[src/rtl/bit_timing_fsm_pkg.sv]
// -----------------------------------------------------------------------------
// bit_timing_fsm_pkg
// Shared definitions for the CAN bit-timing state machine: bit-segment state
// encodings, tq counter width, the counter-control bundle and a helper that
// turns the 2-bit sjw register into the resync jump width in tq.
// -----------------------------------------------------------------------------
package bit_timing_fsm_pkg;

   // Width of the external time-quanta counter (counto).
   localparam int CNT_W = 4;

   // Bit segments. Encodings are fixed so they line up with the rest of the
   // controller that decodes them.
   typedef enum logic [1:0] {
      ST_SYNC  = 2'd0,
      ST_TSEG1 = 2'd1,
      ST_TSEG2 = 2'd2
   } bt_state_e;

   // Commands to the tq counter; at most one bit is set in any cycle.
   typedef struct packed {
      logic inc;   // count up
      logic zero;  // clear to 0
      logic two;   // load 2 (hard sync / negative resync into TSEG1)
   } cnt_ctrl_t;

   // SJW in tq = sjw + 1, range 1..4.
   function automatic logic [2:0] sjw_len(input logic [1:0] s);
      return {1'b0, s} + 3'd1;
   endfunction

endpackage

[src/rtl/bit_timing_fsm_edgedetect2.sv]
// -----------------------------------------------------------------------------
// edgedetect2
// Recessive-to-dominant edge detector for the bit-timing FSM. The previous
// bus level is only refreshed on tq strobes, so an edge is seen as a 1->0
// change between two consecutive enabled cycles.
//
// Ports:
//   clock   in   system clock
//   reset   in   asynchronous reset, active low
//   i_en    in   tq strobe (Prescale_EN)
//   i_rx    in   synchronised bus level, 1 = recessive
//   o_edge  out  combinational edge flag, valid only while i_en = 1
// -----------------------------------------------------------------------------
module edgedetect2 (
   input  logic clock,
   input  logic reset,
   input  logic i_en,
   input  logic i_rx,
   output logic o_edge
);

   logic r_rx_prev;

   // Reset to recessive so an idle bus does not produce a spurious edge.
   always_ff @(posedge clock or negedge reset) begin
      if (!reset)     r_rx_prev <= 1'b1;
      else if (i_en)  r_rx_prev <= i_rx;
   end

   assign o_edge = i_en & r_rx_prev & ~i_rx;

endmodule

[src/rtl/bit_timing_fsm.sv]
// -----------------------------------------------------------------------------
// bit_timing_fsm
// CAN bit-timing state machine. Splits each bit into SYNC_SEG, TSEG1 and
// TSEG2, steers the external tq counter, performs hard synchronisation and
// SJW-limited resynchronisation, and emits the sample / transmit strobes.
//
// Ports:
//   clock        in   system clock
//   reset        in   asynchronous reset, active low
//   Prescale_EN  in   one-cycle tq strobe; nothing changes while it is 0
//   rx           in   synchronised bus level, 1 = recessive
//   tseg1[3:0]   in   TSEG1 length in tq (3..15)
//   tseg2[3:0]   in   TSEG2 length in tq (2..8)
//   sjw[1:0]     in   resync jump width minus one
//   hardsync_en  in   bus idle / SOF expected: edges hard-sync
//   txdom        in   node is driving dominant (suppresses positive resync)
//   counto[3:0]  in   tq counter value
//   increment    out  counter: count up           (combinational)
//   setctzero    out  counter: clear              (combinational)
//   setctotwo    out  counter: load 2             (combinational)
//   sample       out  one-clock pulse at the sample point (registered)
//   smpledbit    out  bus value captured at the last sample point
//   txpoint      out  one-clock pulse at start of SYNC_SEG (registered)
// -----------------------------------------------------------------------------
module bit_timing_fsm
   import bit_timing_fsm_pkg::*;
(
   input  logic             clock,
   input  logic             reset,
   input  logic             Prescale_EN,
   input  logic             rx,
   input  logic [3:0]       tseg1,
   input  logic [3:0]       tseg2,
   input  logic [1:0]       sjw,
   input  logic             hardsync_en,
   input  logic             txdom,
   input  logic [CNT_W-1:0] counto,
   output logic             increment,
   output logic             setctzero,
   output logic             setctotwo,
   output logic             sample,
   output logic             smpledbit,
   output logic             txpoint
);

   bt_state_e  r_state, w_state_nxt;
   logic [2:0] r_ext, w_ext_nxt;         // TSEG1 lengthening from positive resync
   logic [2:0] r_shr, w_shr_nxt;         // TSEG2 shortening from negative resync
   logic       r_resync_done, w_resync_done_nxt;
   cnt_ctrl_t  w_ctrl;
   logic       w_sample_nxt, w_txpoint_nxt, w_capture;

   logic       w_edge, w_hsync, w_resync_ok, w_pos_resync;
   logic [2:0] w_sjw_len, w_ext_cand, w_ext_eff;
   logic       w_t1_last, w_t2_last, w_neg_near;

   edgedetect2 u_edge (
      .clock  (clock),
      .reset  (reset),
      .i_en   (Prescale_EN),
      .i_rx   (rx),
      .o_edge (w_edge)
   );

   assign w_sjw_len    = sjw_len(sjw);
   assign w_hsync      = w_edge & hardsync_en;
   // Hard sync takes precedence, so resync only when hardsync_en is low.
   assign w_resync_ok  = w_edge & ~hardsync_en & ~r_resync_done;
   assign w_pos_resync = w_resync_ok & ~txdom & (r_state == ST_TSEG1);

   // ext = min(counto, SJW); counto[2:0] is exact whenever counto < SJW <= 4.
   assign w_ext_cand = ({1'b0, counto} < {2'b00, w_sjw_len}) ? counto[2:0] : w_sjw_len;
   // The TSEG1 end test in a resync cycle already uses the new extension.
   assign w_ext_eff  = w_pos_resync ? w_ext_cand : r_ext;

   // End-of-segment and negative-resync tests are written with additions only
   // so nothing can wrap below zero.
   //   TSEG1 ends at counto == L1 - 1 + ext
   //   TSEG2 ends at counto == L2 - 1 - shr
   //   jump straight to TSEG1 when L2 - 1 - counto <= SJW
   assign w_t1_last  = ({1'b0, counto} + 5'd1) == ({1'b0, tseg1} + {2'b00, w_ext_eff});
   assign w_t2_last  = ({1'b0, counto} + {2'b00, r_shr} + 5'd1) == {1'b0, tseg2};
   assign w_neg_near = ({1'b0, counto} + {2'b00, w_sjw_len} + 5'd1) >= {1'b0, tseg2};

   always_comb begin
      w_state_nxt       = r_state;
      w_ext_nxt         = r_ext;
      w_shr_nxt         = r_shr;
      w_resync_done_nxt = r_resync_done;
      w_ctrl            = '0;
      w_sample_nxt      = 1'b0;
      w_txpoint_nxt     = 1'b0;
      w_capture         = 1'b0;

      if (Prescale_EN) begin
         if (w_hsync) begin
            // Counter restarts at 2: the edge was seen two tq late.
            w_ctrl.two        = 1'b1;
            w_state_nxt       = ST_TSEG1;
            w_ext_nxt         = 3'd0;
            w_shr_nxt         = 3'd0;
            w_resync_done_nxt = 1'b1;
         end else begin
            case (r_state)
               ST_SYNC: begin
                  w_ctrl.zero   = 1'b1;
                  w_txpoint_nxt = 1'b1;
                  w_state_nxt   = ST_TSEG1;
               end
               ST_TSEG1: begin
                  if (w_pos_resync) begin
                     w_ext_nxt         = w_ext_cand;
                     w_resync_done_nxt = 1'b1;
                  end
                  if (w_t1_last) begin
                     w_ctrl.zero       = 1'b1;
                     w_state_nxt       = ST_TSEG2;
                     w_sample_nxt      = 1'b1;
                     w_capture         = 1'b1;
                     w_ext_nxt         = 3'd0;
                     w_resync_done_nxt = 1'b0;
                  end else begin
                     w_ctrl.inc = 1'b1;
                  end
               end
               ST_TSEG2: begin
                  if (w_resync_ok && w_neg_near) begin
                     // Remaining TSEG2 fits inside SJW: drop it and SYNC_SEG.
                     w_ctrl.two        = 1'b1;
                     w_state_nxt       = ST_TSEG1;
                     w_resync_done_nxt = 1'b1;
                  end else begin
                     if (w_resync_ok) begin
                        w_shr_nxt         = w_sjw_len;
                        w_resync_done_nxt = 1'b1;
                     end
                     // A far edge leaves counto well short of the end, so
                     // testing against the old shr is exact here.
                     if (w_t2_last) begin
                        w_ctrl.zero = 1'b1;
                        w_state_nxt = ST_SYNC;
                        w_shr_nxt   = 3'd0;
                     end else begin
                        w_ctrl.inc = 1'b1;
                     end
                  end
               end
               default: begin
                  // Unused encoding: restart the bit.
                  w_ctrl.zero = 1'b1;
                  w_state_nxt = ST_SYNC;
               end
            endcase
         end
      end
   end

   // Counter controls are held low while reset is asserted.
   assign increment = w_ctrl.inc  & reset;
   assign setctzero = w_ctrl.zero & reset;
   assign setctotwo = w_ctrl.two  & reset;

   always_ff @(posedge clock or negedge reset) begin
      if (!reset) begin
         r_state       <= ST_SYNC;
         r_ext         <= 3'd0;
         r_shr         <= 3'd0;
         r_resync_done <= 1'b0;
         sample        <= 1'b0;
         txpoint       <= 1'b0;
         smpledbit     <= 1'b1;
      end else begin
         r_state       <= w_state_nxt;
         r_ext         <= w_ext_nxt;
         r_shr         <= w_shr_nxt;
         r_resync_done <= w_resync_done_nxt;
         sample        <= w_sample_nxt;
         txpoint       <= w_txpoint_nxt;
         if (w_capture) smpledbit <= rx;
      end
   end

endmodule
[config.mk]
export PLATFORM = sky130hd
export DESIGN_NAME = bit_timing_fsm
export DESIGN_NICKNAME = d
export VERILOG_FILES = /design/src/rtl/bit_timing_fsm_pkg.sv /design/src/rtl/bit_timing_fsm_edgedetect2.sv /design/src/rtl/bit_timing_fsm.sv
export SDC_FILE = /design/constraint.sdc
export NUM_CORES = 1
export LEC_CHECK = 0
export ABC_AREA = 1
export ABC_CLOCK_PERIOD_IN_PS = 4300
export CAP_MARGIN = 5
export CORE_ASPECT_RATIO = 1.4
export CORE_UTILIZATION = 49
export CTS_CLUSTER_SIZE = 12
export DETAILED_ROUTE_END_ITERATION = 6
export GPL_ROUTABILITY_DRIVEN = 1
export PLACE_DENSITY = 0.81
export SLEW_MARGIN = 25
export SYNTH_ARGS = -nofsm -noshare
export SYNTH_HDL_FRONTEND = slang
export SYNTH_SLANG_ARGS = --single-unit
[constraint.sdc]
create_clock -name clock -period 4.3 [get_ports clock]
set_input_delay 0.86 -clock clock [delete_from_list [all_inputs] [get_ports clock]]
set_output_delay 0.86 -clock clock [all_outputs]
set_load 0.1 [all_outputs]
Word level (Yosys, flattened, before mapping)
Cells that the tools add are included.
{"block": "word_totals", "reg_bits": 13, "input_bits": 20, "out_inout_bits": 6, "elab_cells": 89}
{"block": "op_classes", "addsub": 7, "n_lt_le_gt_ge": 2, "n_eq_ne": 9, "n_mux": 39, "bitwise_logic": 14, "reduce_logical": 10}
{"op": "$mux W3", "n": 11}
{"op": "$mux W1", "n": 18}
{"op": "$add A4 B3 Y5", "n": 3}
{"op": "$mux W2", "n": 6}
{"op": "$ne A4 B4 Y1 const B", "n": 3}
{"op": "$add A5 B1 Y5 const B", "n": 2}
{"op": "$and A1 B1 Y1", "n": 10}
{"op": "$reduce_and A4 Y1", "n": 2}
{"op": "$pmux W1 S2", "n": 3}
{"op": "$pmux W2 S3", "n": 1}
{"op": "$reduce_bool A3 Y1", "n": 2}
{"op": "$add A4 B1 Y5 const B", "n": 1}
{"op": "$eq A5 B4 Y1", "n": 1}
{"op": "$eq A5 B5 Y1", "n": 1}
{"op": "$ge A5 B4 Y1", "n": 1}
{"op": "$lt A4 B3 Y1", "n": 1}
{"op": "$not A1 Y1", "n": 4}
{"op": "$reduce_bool A2 Y1", "n": 2}
{"op": "$add A2 B1 Y3 const B", "n": 1}
{"op": "$ne A3 B3 Y1 const B", "n": 1}
{"op": "$reduce_and A3 Y1", "n": 1}
{"op": "$eq A2 B1 Y1 const B", "n": 1}
{"op": "$eq A2 B2 Y1 const B", "n": 1}
{"op": "$logic_not A2 Y1", "n": 1}
{"op": "other kinds (3)", "n": 3}

Longest topological paths before layout
{"block": "depth", "depth_word": 14, "depth_mapped": 24, "ltp_nobuf": 24}

Cells and area by module
From an unflattened synthesis, not the netlist that was laid out.
{"block": "unflattened", "cells_unflattened": 248, "hier_area_um2": 1646.6}
{"mod": "bit_timing_fsm", "instances": 1, "cells_each": 241, "area_per_inst_um2": 1597.8, "seq_area_each_um2": 301.5}
{"mod": "edgedetect2", "instances": 1, "cells_each": 7, "area_per_inst_um2": 48.8, "seq_area_each_um2": 26.3}

Worst setup path before layout
No wires, ideal clock.
{"block": "synth_path", "path_type": "input-to-output", "startpoint": "in sjw[0]", "endpoint": "out increment", "arrival_time_ns": 4.848, "t_required_ns": 3.440, "path_slack_ns": -1.408, "stages": 19, "n_path_buf": 0, "path_cell_list": "ha_1 > ha_1 > nor2_1 > o21ai_0 > nand2_1 > nor2_1 > nand2_1 > nand3_1 > o21ai_0 > ha_1 > fa_1 > or2_2 > nand2_1 > nand2_1 > nand3_1 > nor2_1 > nand2_2 > nand2_1 > a21oi_1"}
{"block": "synth_via", "elab_chain_len": 11, "word_cells_on_any_way": 16, "classes_between": "4 x add/sub; 2 x order compare; 1 x eq/ne; 7 x mux; 1 x bitwise; 1 x reduce/logical"}
{"element": "start, declared", "line_no": "bit_timing_fsm.sv:34", "text": "input logic [1:0] sjw,"}
{"element": "$add A2 B1 Y3 (*)", "line_no": "bit_timing_fsm_pkg.sv:29", "text": "return {1'b0, s} + 3'd1;"}
{"element": "branches (longest 6 deep; another with $add A4 B3 Y5)"}
{"element": "$pmux W1 S2 (*)", "line_no": "bit_timing_fsm.sv:104", "text": "case (r_state)"}
{"element": "$mux W2 (*)", "line_no": "bit_timing_fsm.sv:96", "text": "if (w_hsync) begin"}
{"element": "$mux W3 (*)", "line_no": "bit_timing_fsm.sv:95", "text": "if (Prescale_EN) begin"}
{"element": "$and A1 B1 Y1 (*)", "line_no": "bit_timing_fsm.sv:159", "text": "assign increment = w_ctrl.inc & reset;"}
{"element": "end, declared", "line_no": "bit_timing_fsm.sv:38", "text": "output logic increment,"}
Mark *: on every way between the ends.

Worst setup path in the final report
{"block": "layout_path", "startpoint": "in sjw[0]", "endpoint": "out setctzero"}
{"block": "layout_via", "elab_chain_len": 11, "word_cells_on_any_way": 16, "classes_between": "4 x add/sub; 2 x order compare; 1 x eq/ne; 7 x mux; 1 x bitwise; 1 x reduce/logical"}
{"element": "$add A2 B1 Y3 (*)", "line_no": "bit_timing_fsm_pkg.sv:29"}
{"element": "branches (longest 6 deep; another with $add A4 B3 Y5)"}
{"element": "$pmux W1 S2 (*)", "line_no": "bit_timing_fsm.sv:104"}
{"element": "$mux W2 (*)", "line_no": "bit_timing_fsm.sv:96"}
{"element": "$mux W3 (*)", "line_no": "bit_timing_fsm.sv:95"}
{"element": "$and A1 B1 Y1 (*)", "line_no": "bit_timing_fsm.sv:160", "text": "assign setctzero = w_ctrl.zero & reset;"}
{"element": "end, declared", "line_no": "bit_timing_fsm.sv:39", "text": "output logic setctzero,"}
Marks and branches as above.

==> reports/results.ini <==
[run_status]
status = finished with violations
violations = setup timing

[global_route]
grt_pass1_vias = 1953
grt_pass1_wl_um = 8130
met3_usage_pct = 3.92
top_usage_layer = met2
grt_max_degree = 15
antenna_found_initial = 0
grt_use_total_pct = 30.5
met1_usage_pct = 29.8
overflow = 0
gr-usage-met2_pct = 58.2

[sta]
slew_violations = 0
relSlewSlack_pct = 35.2
holdWs_ps = 469
setup_violations = 2
finClkSkew_ps = 0.767
fin_ws_ps = -463
fmax_mhz = 210
layout_worst_path_cycle_share_pct = 111
tightest_slew_ps = 970
hold_viol = 0
period_minus_slack_ps = 4760
rsz0062_at_grt = true

[setup_path]
start_kind = input port
reg2reg_to = r_ext[0]$_DFFE_PN0P_
end_kind = output port
reg2reg_from = r_state[1]$_DFFE_PN0P_
r2r_slack_ps = 600
critPathKind = in -> out
worstPathArrival_ps = 3900
ff2ff_path_depth = 24
required_ps = 3440
worstPathMaxFanout = 4

[routing]
drtIter0Drc = 71
via_per_inst = 5.05
drt_first_pass_iters = 4
drtAntennaViolNets = 0
wirelength_um = 4780
drc = 0
wl_per_cell_um = 12.8
num_vias = 1879

[synthesis]
synth.distinct_cells = 21
avgSynthCellArea_um2 = 6.30
synthTopCellsByArea = nand2_1 20%, ha_1 18%, dfrtp_1 17%, inv_1 12%, nand3_1 5.3%
synthesis.nets = 302
synth-seq-cells = 13
yosysWarnings = 0
yosys.area.top_type = nand2_1
synth_top_area_share_pct = 20.3
ys_seq_area_share_pct = 20.3
syn_area_um2 = 1610
synthCells = 256

[clock_network]
clk_latency_ps = 240
cts_hold_buf = 0
cts_root_buf = clkbuf_8
cts_max_level = 1
clock-sinks = 13
cts_tree = yes
clk_pin_slew_ps = 50
clockBufferDepth = 2
cts_buffers = 3

[layout]
nets = 380
diodes = 0
syn_to_final_growth_pct = 52.9
design_area_um2 = 2460
drive_above_1_share_pct = 27.3
finish.utilization_pct = 78.9

[pwr]
power_leakage_nw = 1.41
peakVddDrop_mv = 0.452
p_total_w = 0.00108
power_density_nw_per_um2 = 438

[min_path]
hold_depth = 2
hp-class = reg -> reg
hold_start = smpledbit$_DFFE_PN1P_
holdPathEnd = smpledbit$_DFFE_PN1P_

[place]
pre_cts_slack_ps = -964
port_buffers = 25
dpl_cell_area_um2 = 2200
gp_congestion = 0.851
hpwl_um = 3180

[floorplan]
boundaryPins = 26
core_area_um2 = 3120
initial_core_util_pct = 51.6
die_x_um = 50.5
dieArea_um2 = 3530
rows = 24
die-height_um = 69.9

[job]
drv_cap = 0

power by group:
group,leakage [nW],internal (W),switching [W]
combinational,1.22,0.000332,0.000442
clock,0.0228,0.0000654,0.0000425
sequential,0.166,0.000169,0.0000280
per-layer routing:
| metal | share of wire, % | vias up |
|---|---|---|
| met5 | 0 | - |
| met4 | 4.1 | 0 |
| met2 | 55 | 75 |
| met3 | 4.1 | 23 |
| li1 | - | 941 |
| met1 | 36 | 840 |
critical path, stage by stage:
cell and delay [ps]:
buf_6 100, ha_4 250, ha_4 260, nor2_2 30, o21ai_1 120, nand2_1 100, nor2_4 170, nand2_2 80
nand3_2 90, o21ai_2 70, ha_2 200, fa_2 540, inv_2 50, nand2_2 60, nand2_1 50, nor2_1 80
nand3_1 90, nor2_2 140, nand2_2 110, o21ai_2 150, o21a_4 150, buf_12 160
worst max-delay path by stage:
stage	start	end	slack, ps
finish	sjw[0]	setctzero	-460
global route	sjw[0]	setctzero	-570
CTS	sjw[1]	setctzero	-400
detailed placement	sjw[0]	setctzero	-960
global placement	sjw[0]	setctzero	-780
floorplan	sjw[0]	increment	-250
synthesized netlist by cell type, drive strengths merged:
library cell and count:
inv 53, or2 2, xor2 1, a21oi 7
ha 23, nand4 2, xnor2 3, o21a 1
nor3 1, o21ai 14, dfrtp 11, dfstp 2
nand3 17, o211ai 1, nor2 22, nand2 90
nand3b 3, fa 3
cell type report:
type | count | area (um^2)
clock buffer | 4 | 45.0
fill | 209 | 659
inverter | 53 | 199
multi-input combinational | 190 | 1200
sequential | 13 | 328
tap | 39 | 48.8
timing repair buffer | 73 | 641
metrics by stage:
| stage | instances | setup TNS, ps |
|---|---|---|
| after floorplan | 256 | -485 |
| after detailed placement | 348 | -2650 |
| final | 372 | -915 |
| after global routing | 372 | -1150 |
| after CTS | 377 | -981 |
| after global placement | 348 | -1540 |
sequential cells by signal, indices dropped and copies added (netlist names):
signal            flops
r_ext                 3
r_resync_done         1
r_shr                 3
r_state               2
sample                1
smpledbit             1
txpoint               1
u_edge.r_rx_prev      1
cell families (layout without fill, tap and decap cells):
logic type | count (synthesis) | count (layout) | synth area share, %
adder cells (fa/ha/maj) | 26 | 26 | 21.6
AO/OA/AOI/OAI | 23 | 23 | 7.45
buffers and inverters | 53 | 130 | 12.3
AND/OR/NAND/NOR | 137 | 137 | 36.1
XOR/XNOR | 4 | 4 | 2.17
flip-flops | 13 | 13 | 20.3
what timing repair did:
action / in CTS / in global routing
resized for setup: 26 / 13
pin swaps: 19 / 15
endpoints found under the setup margin: 3 / 3
gates cloned: 0 / 0
setup buffers: 25 / 1
cells in the final DEF, fill, tap and decap left out, types with 2 or more instances in the layout:
master           count
o21ai_1              2
nand3b_1             3
dfstp_2              2
clkbuf_8             3
nor2_1              17
inv_2                4
nand3_1             16
dfrtp_1             11
nor2_4               2
buf_12               3
nand4_1              2
o21ai_2              4
dlygate4sd2_1        5
nand2_1             81
xnor2_1              3
o21ai_0              8
buf_6                3
ha_4                 2
nor2_2               3
fa_1                 2
clkdlybuf4s50_1     15
buf_4               47
nand2_4              2
a21oi_1              5
ha_1                20
nand2_2              7
inv_1               49
No activity file was read; power rests on OpenSTA's default activity.
